**src/rtl/fpu_pkg.sv**
```systemverilog
// fpu_pkg -- shared definitions for the FPU issue scoreboard.
//   REG_W_DEF : default register tag width (bank bit + 5-bit index)
//   BANK_BIT  : position of the register-bank bit inside a tag
//   reg_tag_t : tag type at the default width
//   tag_bank  : helper returning the bank bit of a tag
package fpu_pkg;

  localparam int REG_W_DEF = 6;
  localparam int BANK_BIT  = 5;

  typedef logic [REG_W_DEF-1:0] reg_tag_t;

  function automatic logic tag_bank(input reg_tag_t tag);
    return tag[BANK_BIT];
  endfunction

endpackage

```
**src/rtl/fpu_long_tracker.sv**
```systemverilog
// fpu_long_tracker -- busy table and outstanding counter for long-latency
// FPU ops (div/sqrt).
// Ports:
//   clk_i, rst_ni      : clock, synchronous active-low reset
//   set_en, set_tag    : accepted long op marks its destination busy
//   clr_en, clr_tag    : long op writeback clears its destination
//   busy               : one busy bit per register tag
//   count              : number of outstanding long ops
//   full               : count has reached MAX_LONG
module fpu_long_tracker
  import fpu_pkg::*;
#(
  parameter int REG_W    = REG_W_DEF,
  parameter int MAX_LONG = 4,
  parameter int CNT_W    = $clog2(MAX_LONG + 1)
) (
  input  logic                  clk_i,
  input  logic                  rst_ni,
  input  logic                  set_en,
  input  logic [REG_W-1:0]      set_tag,
  input  logic                  clr_en,
  input  logic [REG_W-1:0]      clr_tag,
  output logic [2**REG_W-1:0]   busy,
  output logic [CNT_W-1:0]      count,
  output logic                  full
);

  localparam logic [CNT_W-1:0] MAX_CNT = CNT_W'(MAX_LONG);

  logic set_ok;
  logic clr_hit;

  assign full    = (count == MAX_CNT);
  // The count never wraps: sets beyond MAX_LONG and clears of idle tags
  // are dropped, so count always equals the number of busy bits.
  assign set_ok  = set_en && !full;
  assign clr_hit = clr_en && busy[clr_tag];

  always_ff @(posedge clk_i) begin
    if (!rst_ni) begin
      busy  <= '0;
      count <= '0;
    end else begin
      if (clr_hit) busy[clr_tag] <= 1'b0;
      if (set_ok)  busy[set_tag] <= 1'b1;
      case ({set_ok, clr_hit})
        2'b10:   count <= count + CNT_W'(1);
        2'b01:   count <= count - CNT_W'(1);
        default: count <= count;
      endcase
    end
  end

endmodule

```
**src/rtl/fpu_scoreboard.sv**
```systemverilog
// fpu_scoreboard -- issue-stage hazard check for an FPU with a fixed
// PIPE_DEPTH-stage pipe and up to MAX_LONG outstanding long-latency ops.
// Ports:
//   clk_i, rst_ni     : clock, synchronous active-low reset
//   issue_valid_i     : instruction offered this cycle
//   issue_long_i      : offered instruction is long-latency
//   issue_dest_i      : destination tag
//   issue_src_i       : packed source tags, src k at [k*REG_W +: REG_W]
//   issue_src_en_i    : per-source "operand used" mask
//   long_done_i       : a long op writes back this cycle
//   long_done_tag_i   : destination tag of that long op
//   hazard_o          : combinational stall for the offered instruction
//   long_busy_o       : at least one long op outstanding
// Configuration macro: FPU_SCOREBOARD_FWD_EN -- when defined, the last pipe
// stage (writeback) is forwarded by the datapath and excluded from RAW checks.
//
// Handshake: issue_valid_i is the offer and !hazard_o is the ready; an
// instruction is accepted on a clock edge exactly when issue_valid_i=1 and
// hazard_o=0. A stalled offer changes no state and may be re-offered.
module fpu_scoreboard
  import fpu_pkg::*;
#(
  parameter int REG_W      = REG_W_DEF,
  parameter int NUM_SRC    = 3,
  parameter int PIPE_DEPTH = 2,
  parameter int MAX_LONG   = 4
) (
  input  logic                     clk_i,
  input  logic                     rst_ni,
  input  logic                     issue_valid_i,
  input  logic                     issue_long_i,
  input  logic [REG_W-1:0]         issue_dest_i,
  input  logic [NUM_SRC*REG_W-1:0] issue_src_i,
  input  logic [NUM_SRC-1:0]       issue_src_en_i,
  input  logic                     long_done_i,
  input  logic [REG_W-1:0]         long_done_tag_i,
  output logic                     hazard_o,
  output logic                     long_busy_o
);

  localparam int CNT_W = $clog2(MAX_LONG + 1);
`ifdef FPU_SCOREBOARD_FWD_EN
  localparam int CHECK_STAGES = PIPE_DEPTH - 1;
`else
  localparam int CHECK_STAGES = PIPE_DEPTH;
`endif

  logic                 pipe_valid [PIPE_DEPTH];
  logic [REG_W-1:0]     pipe_dest  [PIPE_DEPTH];
  logic [2**REG_W-1:0]  busy;
  logic [CNT_W-1:0]     count;
  logic                 full;
  logic                 raw_haz;
  logic                 waw_haz;
  logic                 struct_haz;
  logic                 accept;
  logic [REG_W-1:0]     src_tag;

  fpu_long_tracker #(
    .REG_W    (REG_W),
    .MAX_LONG (MAX_LONG),
    .CNT_W    (CNT_W)
  ) u_tracker (
    .clk_i   (clk_i),
    .rst_ni  (rst_ni),
    .set_en  (accept && issue_long_i),
    .set_tag (issue_dest_i),
    .clr_en  (long_done_i),
    .clr_tag (long_done_tag_i),
    .busy    (busy),
    .count   (count),
    .full    (full)
  );

  // RAW: any used source against checked pipe stages and busy long tags.
  // A tag completing this cycle is still busy here; no bypass.
  always_comb begin
    raw_haz = 1'b0;
    src_tag = '0;
    for (int k = 0; k < NUM_SRC; k++) begin
      if (issue_src_en_i[k]) begin
        src_tag = issue_src_i[k*REG_W +: REG_W];
        if (busy[src_tag]) raw_haz = 1'b1;
        for (int s = 0; s < CHECK_STAGES; s++) begin
          if (pipe_valid[s] && (pipe_dest[s] == src_tag)) raw_haz = 1'b1;
        end
      end
    end
  end

  assign waw_haz    = busy[issue_dest_i];
  assign struct_haz = issue_long_i && full;
  assign hazard_o   = issue_valid_i && (raw_haz || waw_haz || struct_haz);
  assign accept     = issue_valid_i && !hazard_o;
  assign long_busy_o = (count != '0);

  always_ff @(posedge clk_i) begin
    if (!rst_ni) begin
      for (int s = 0; s < PIPE_DEPTH; s++) begin
        pipe_valid[s] <= 1'b0;
        pipe_dest[s]  <= '0;
      end
    end else begin
      pipe_valid[0] <= accept && !issue_long_i;
      pipe_dest[0]  <= issue_dest_i;
      for (int s = 1; s < PIPE_DEPTH; s++) begin
        pipe_valid[s] <= pipe_valid[s-1];
        pipe_dest[s]  <= pipe_dest[s-1];
      end
    end
  end

endmodule

```
**config.mk**
```make
export PLATFORM = sky130hd
export DESIGN_NAME = fpu_scoreboard
export DESIGN_NICKNAME = d
export VERILOG_FILES = /design/src/rtl/fpu_pkg.sv /design/src/rtl/fpu_long_tracker.sv /design/src/rtl/fpu_scoreboard.sv
export SDC_FILE = /design/constraint.sdc
export NUM_CORES = 1
export LEC_CHECK = 0
export CELL_PAD_IN_SITES_DETAIL_PLACEMENT = 0
export CELL_PAD_IN_SITES_GLOBAL_PLACEMENT = 1
export CORE_MARGIN = 4
export CORE_UTILIZATION = 52
export DETAILED_ROUTE_END_ITERATION = 6
export DONT_BUFFER_PORTS = 1
export MAX_ROUTING_LAYER = met4
export PLACE_DENSITY_LB_ADDON = 0.05
export SETUP_SLACK_MARGIN = 0.5
export SYNTH_ARGS = -nofsm -noshare
export SYNTH_HDL_FRONTEND = slang
export SYNTH_HIERARCHICAL = 1
export SYNTH_SLANG_ARGS = --single-unit
```
**constraint.sdc**
```tcl
create_clock -name clk_i -period 6.6 [get_ports clk_i]
set_input_delay 1.32 -clock clk_i [delete_from_list [all_inputs] [get_ports clk_i]]
set_output_delay 1.32 -clock clk_i [all_outputs]
set_load 0.02 [all_outputs]
```
==> results_dict.tcl <==
set metrics [dict create \
    outcome "finished clean" \
    finClkSkew_ps 7.14 \
    synth-main-ff-cell "dfxtp_1" \
    route.detailed.drc 0 \
    holdCritStartpoint "u_tracker/count[2]$_SDFFE_PN0P_" \
    std_cell_rows 40 \
    hold_ws_ps 498 \
    muxShareOfSynthArea 0.317 \
    synth_compound_area_frac 0.155 \
    fin_setup_tns_ps 0 \
    htreeDepth 3 \
    cpPeakStageDelay_ps 530 \
    path_cells "mux4_1 > mux4_2 > mux2_2 > and3_1 > or4_4 > and2_4" \
    hold_path_depth 2 \
    fin_ws_ps 1760 \
    design_area_um2 6740 \
    fin_nets 644 \
    rsz0062_at_grt "no" \
    grt_max_degree 84 \
    rr_endpoint "u_tracker/busy[53]$_SDFF_PN0_" \
    diodes 0 \
    endpoint_kind "primary output" \
    gp_congestion 0.960 \
    antenna_found_initial 0 \
    synth_xor_area_frac 0.0515 \
    cts_tree "yes" \
    place_ws_ps 1590 \
    crit_type "in2out" \
    grt_first_pass_wirelength_um 34600 \
    max_freq_mhz 207 \
    seqCellArea_um2 1620 \
    die_x_um 119 \
    clk_latency_ps 350 \
    synth_commonest_cells "nand2_1 (99), dfxtp_1 (81), mux4_2 (57), o211ai_1 (51), xnor2_1 (35)" \
    multi_input_area_um2 4560 \
    required_ps 5280 \
    die_height_um 119 \
    r2r_slack_ps 2480 \
    p_leak_nw 2.43 \
    cts_setup_buffers 0 \
    synth_seq_area_share 0.251 \
    drtAntennaViolNets 0 \
    grt_pass1_vias 5428 \
    num_io_pins 40 \
    vias_per_cell 7.42 \
    io_buffers 0 \
    layout_min_cycle_time_ps 4840 \
    synth_edf_count 0 \
    synth_top_cell_area_share 0.251 \
    tightest_slew_ps 1050 \
    num_vias 5767 \
    cts_hold_buf 0 \
    max_cap_viol_count 0 \
    finalHoldViolCount 0 \
    period_share 0.733 \
    dp_hpwl_um 15700 \
    ys_seq_elements 81 \
    drive_gt1_frac 0.146 \
    async_flop_share 0 \
    clockBufferDepth 2 \
    firstDrtPassIters 5 \
    numCtsBuffers 9 \
    critPathSlowestCell "mux4_1" \
    finalSetupViolations 0 \
    yosysWarnings 6 \
    cts.sinks 81 \
    yosysMostFrequentCell "nand2_1" \
    critPathLaunchType "input pin" \
    synthesis.nets 681 \
    synth_cell_type_count 71 \
    wl_per_cell_um 29.2 \
    hold_class "reg2reg" \
    drv_slew 0 \
    critPathMaxFanout 18 \
    cts-resized-gates 0 \
    yosys.area.top_type "dfxtp_1" \
    p_per_area_nw_per_um2 165 \
    clk_pin_slew_worst_paths_ps 60 \
    core-area_um2 12100 \
    relSlewSlack 0.296 \
    worstHoldEndpoint "u_tracker/count[2]$_SDFFE_PN0P_" \
    worst-endpoint-arrival_ps 3520 \
    fillerInstances 1080 \
    synth_fa_ha_area_frac 0.00503 \
    vdd_drop_max_v 0.000118 \
    synth_area_leaders "dfxtp_1 (25%), mux4_2 (20%), mux4_1 (6.1%)" \
    syn_area_um2 6460 \
    dpl-instance-area_um2 6450 \
    syn_avg_cell_area_um2 10.1 \
    die_area_um2 14300 \
    regToRegStartpoint "u_tracker/busy[19]$_SDFF_PN0_" \
    drt-initial-drc-count 766 \
    routed_wl_um 22700 \
    start_util 0.534 \
    grt_overflow 0 \
    cts_root_buf "clkbuf_16" \
    syn_to_final_growth_pct 4.24 \
    syn-instance-count 641 \
    r2r_cells 9 \
    synth_top_family_by_area "multiplexers" \
    grt_usage 0.331 \
    synthSimpleGateAreaFrac 0.177 \
]
power breakdown:
| group | switching, mW | leakage (nW) | internal (mW) | total, mW |
|---|---|---|---|---|
| clock | 0.215 | 0.139 | 0.293 | 0.508 |
| sequential | 0.00846 | 0.655 | 0.494 | 0.503 |
| combinational | 0.0430 | 1.64 | 0.0564 | 0.0995 |
area by class of cell:
| class | instances | area share |
|---|---|---|
| flip-flops and latches | 81 | 0.241 |
| inverters | 14 | 0.00780 |
| well taps | 168 | 0.0312 |
| clock inverters | 5 | 0.00836 |
| multi-input cells | 498 | 0.677 |
| clock buffers | 11 | 0.0345 |
routing by layer:
metal / up-vias / share of wire / GRT usage
li1: 2453 / - / -
met1: 2863 / 0.40 / 0.448
met2: 390 / 0.45 / 0.491
met3: 61 / 0.10 / 0.0641
met4: 0 / 0.042 / 0.136
met5: - / 0 / -
registers in the layout, indices dropped and copies added, names as in the netlist:
| register | flops |
|---|---|
| u_tracker/count | 3 |
| pipe_valid | 2 |
| pipe_dest | 12 |
| u_tracker/busy | 64 |
critical path, delay by kind of cell:
kind             cells  cell delay (ps)
multiplexers         3             1290
AND/OR/NAND/NOR      3              890
cells in the final DEF (no fill, tap or decap), types with 8 or more instances in the layout:
master | netlist | routed
o211ai_1 | 51 | 51
clkbuf_16 | 0 | 9
xnor2_1 | 35 | 35
nand4_1 | 8 | 8
nand3b_1 | 8 | 8
and2_1 | 15 | 15
dfxtp_1 | 81 | 81
a32o_1 | 16 | 16
nor2_1 | 26 | 26
or3_1 | 19 | 19
mux2i_1 | 24 | 24
nand2b_1 | 8 | 8
mux4_2 | 57 | 57
nand3_1 | 14 | 14
inv_1 | 13 | 13
mux4_1 | 15 | 15
nand2_1 | 99 | 99
how the worst max path moves through the flow:
stage | startpoint | endpoint | slack (ps) | depth (start not counted)
5_1_grt | issue_src_i[12] | hazard_o | 1710 | 6
2_1_floorplan | issue_dest_i[0] | hazard_o | 1410 | 9
4_1_cts | issue_src_i[12] | hazard_o | 1760 | 6
3_5_place_dp | issue_src_i[12] | u_tracker/count[2]$_SDFFE_PN0P_ | 1590 | 12
6_report | issue_src_i[12] | hazard_o | 1760 | 6
3_3_place_gp | issue_src_i[12] | u_tracker/busy[5]$_SDFF_PN0_ | 1710 | 9
cell families after synthesis:
kind of cell / Yosys count
AND/OR/NAND/NOR: 230
AO/OA/AOI/OAI: 121
multiplexers: 107
flip-flops: 81
buffers and inverters: 62
XOR/XNOR: 38
adder cells (fa/ha/maj): 2
per-stage QoR:
| stage | utilization | cells | power [mW] |
|---|---|---|---|
| floorplan | - | 641 | 0.633 |
| global placement | 0.532 | 761 | 0.611 |
| detailed placement | 0.532 | 761 | 0.612 |
| CTS | 0.556 | 777 | 1.12 |
| global route | 0.556 | 777 | 1.14 |
| finish | 0.556 | 777 | 1.11 |
No activity file was read; power rests on OpenSTA's default activity.
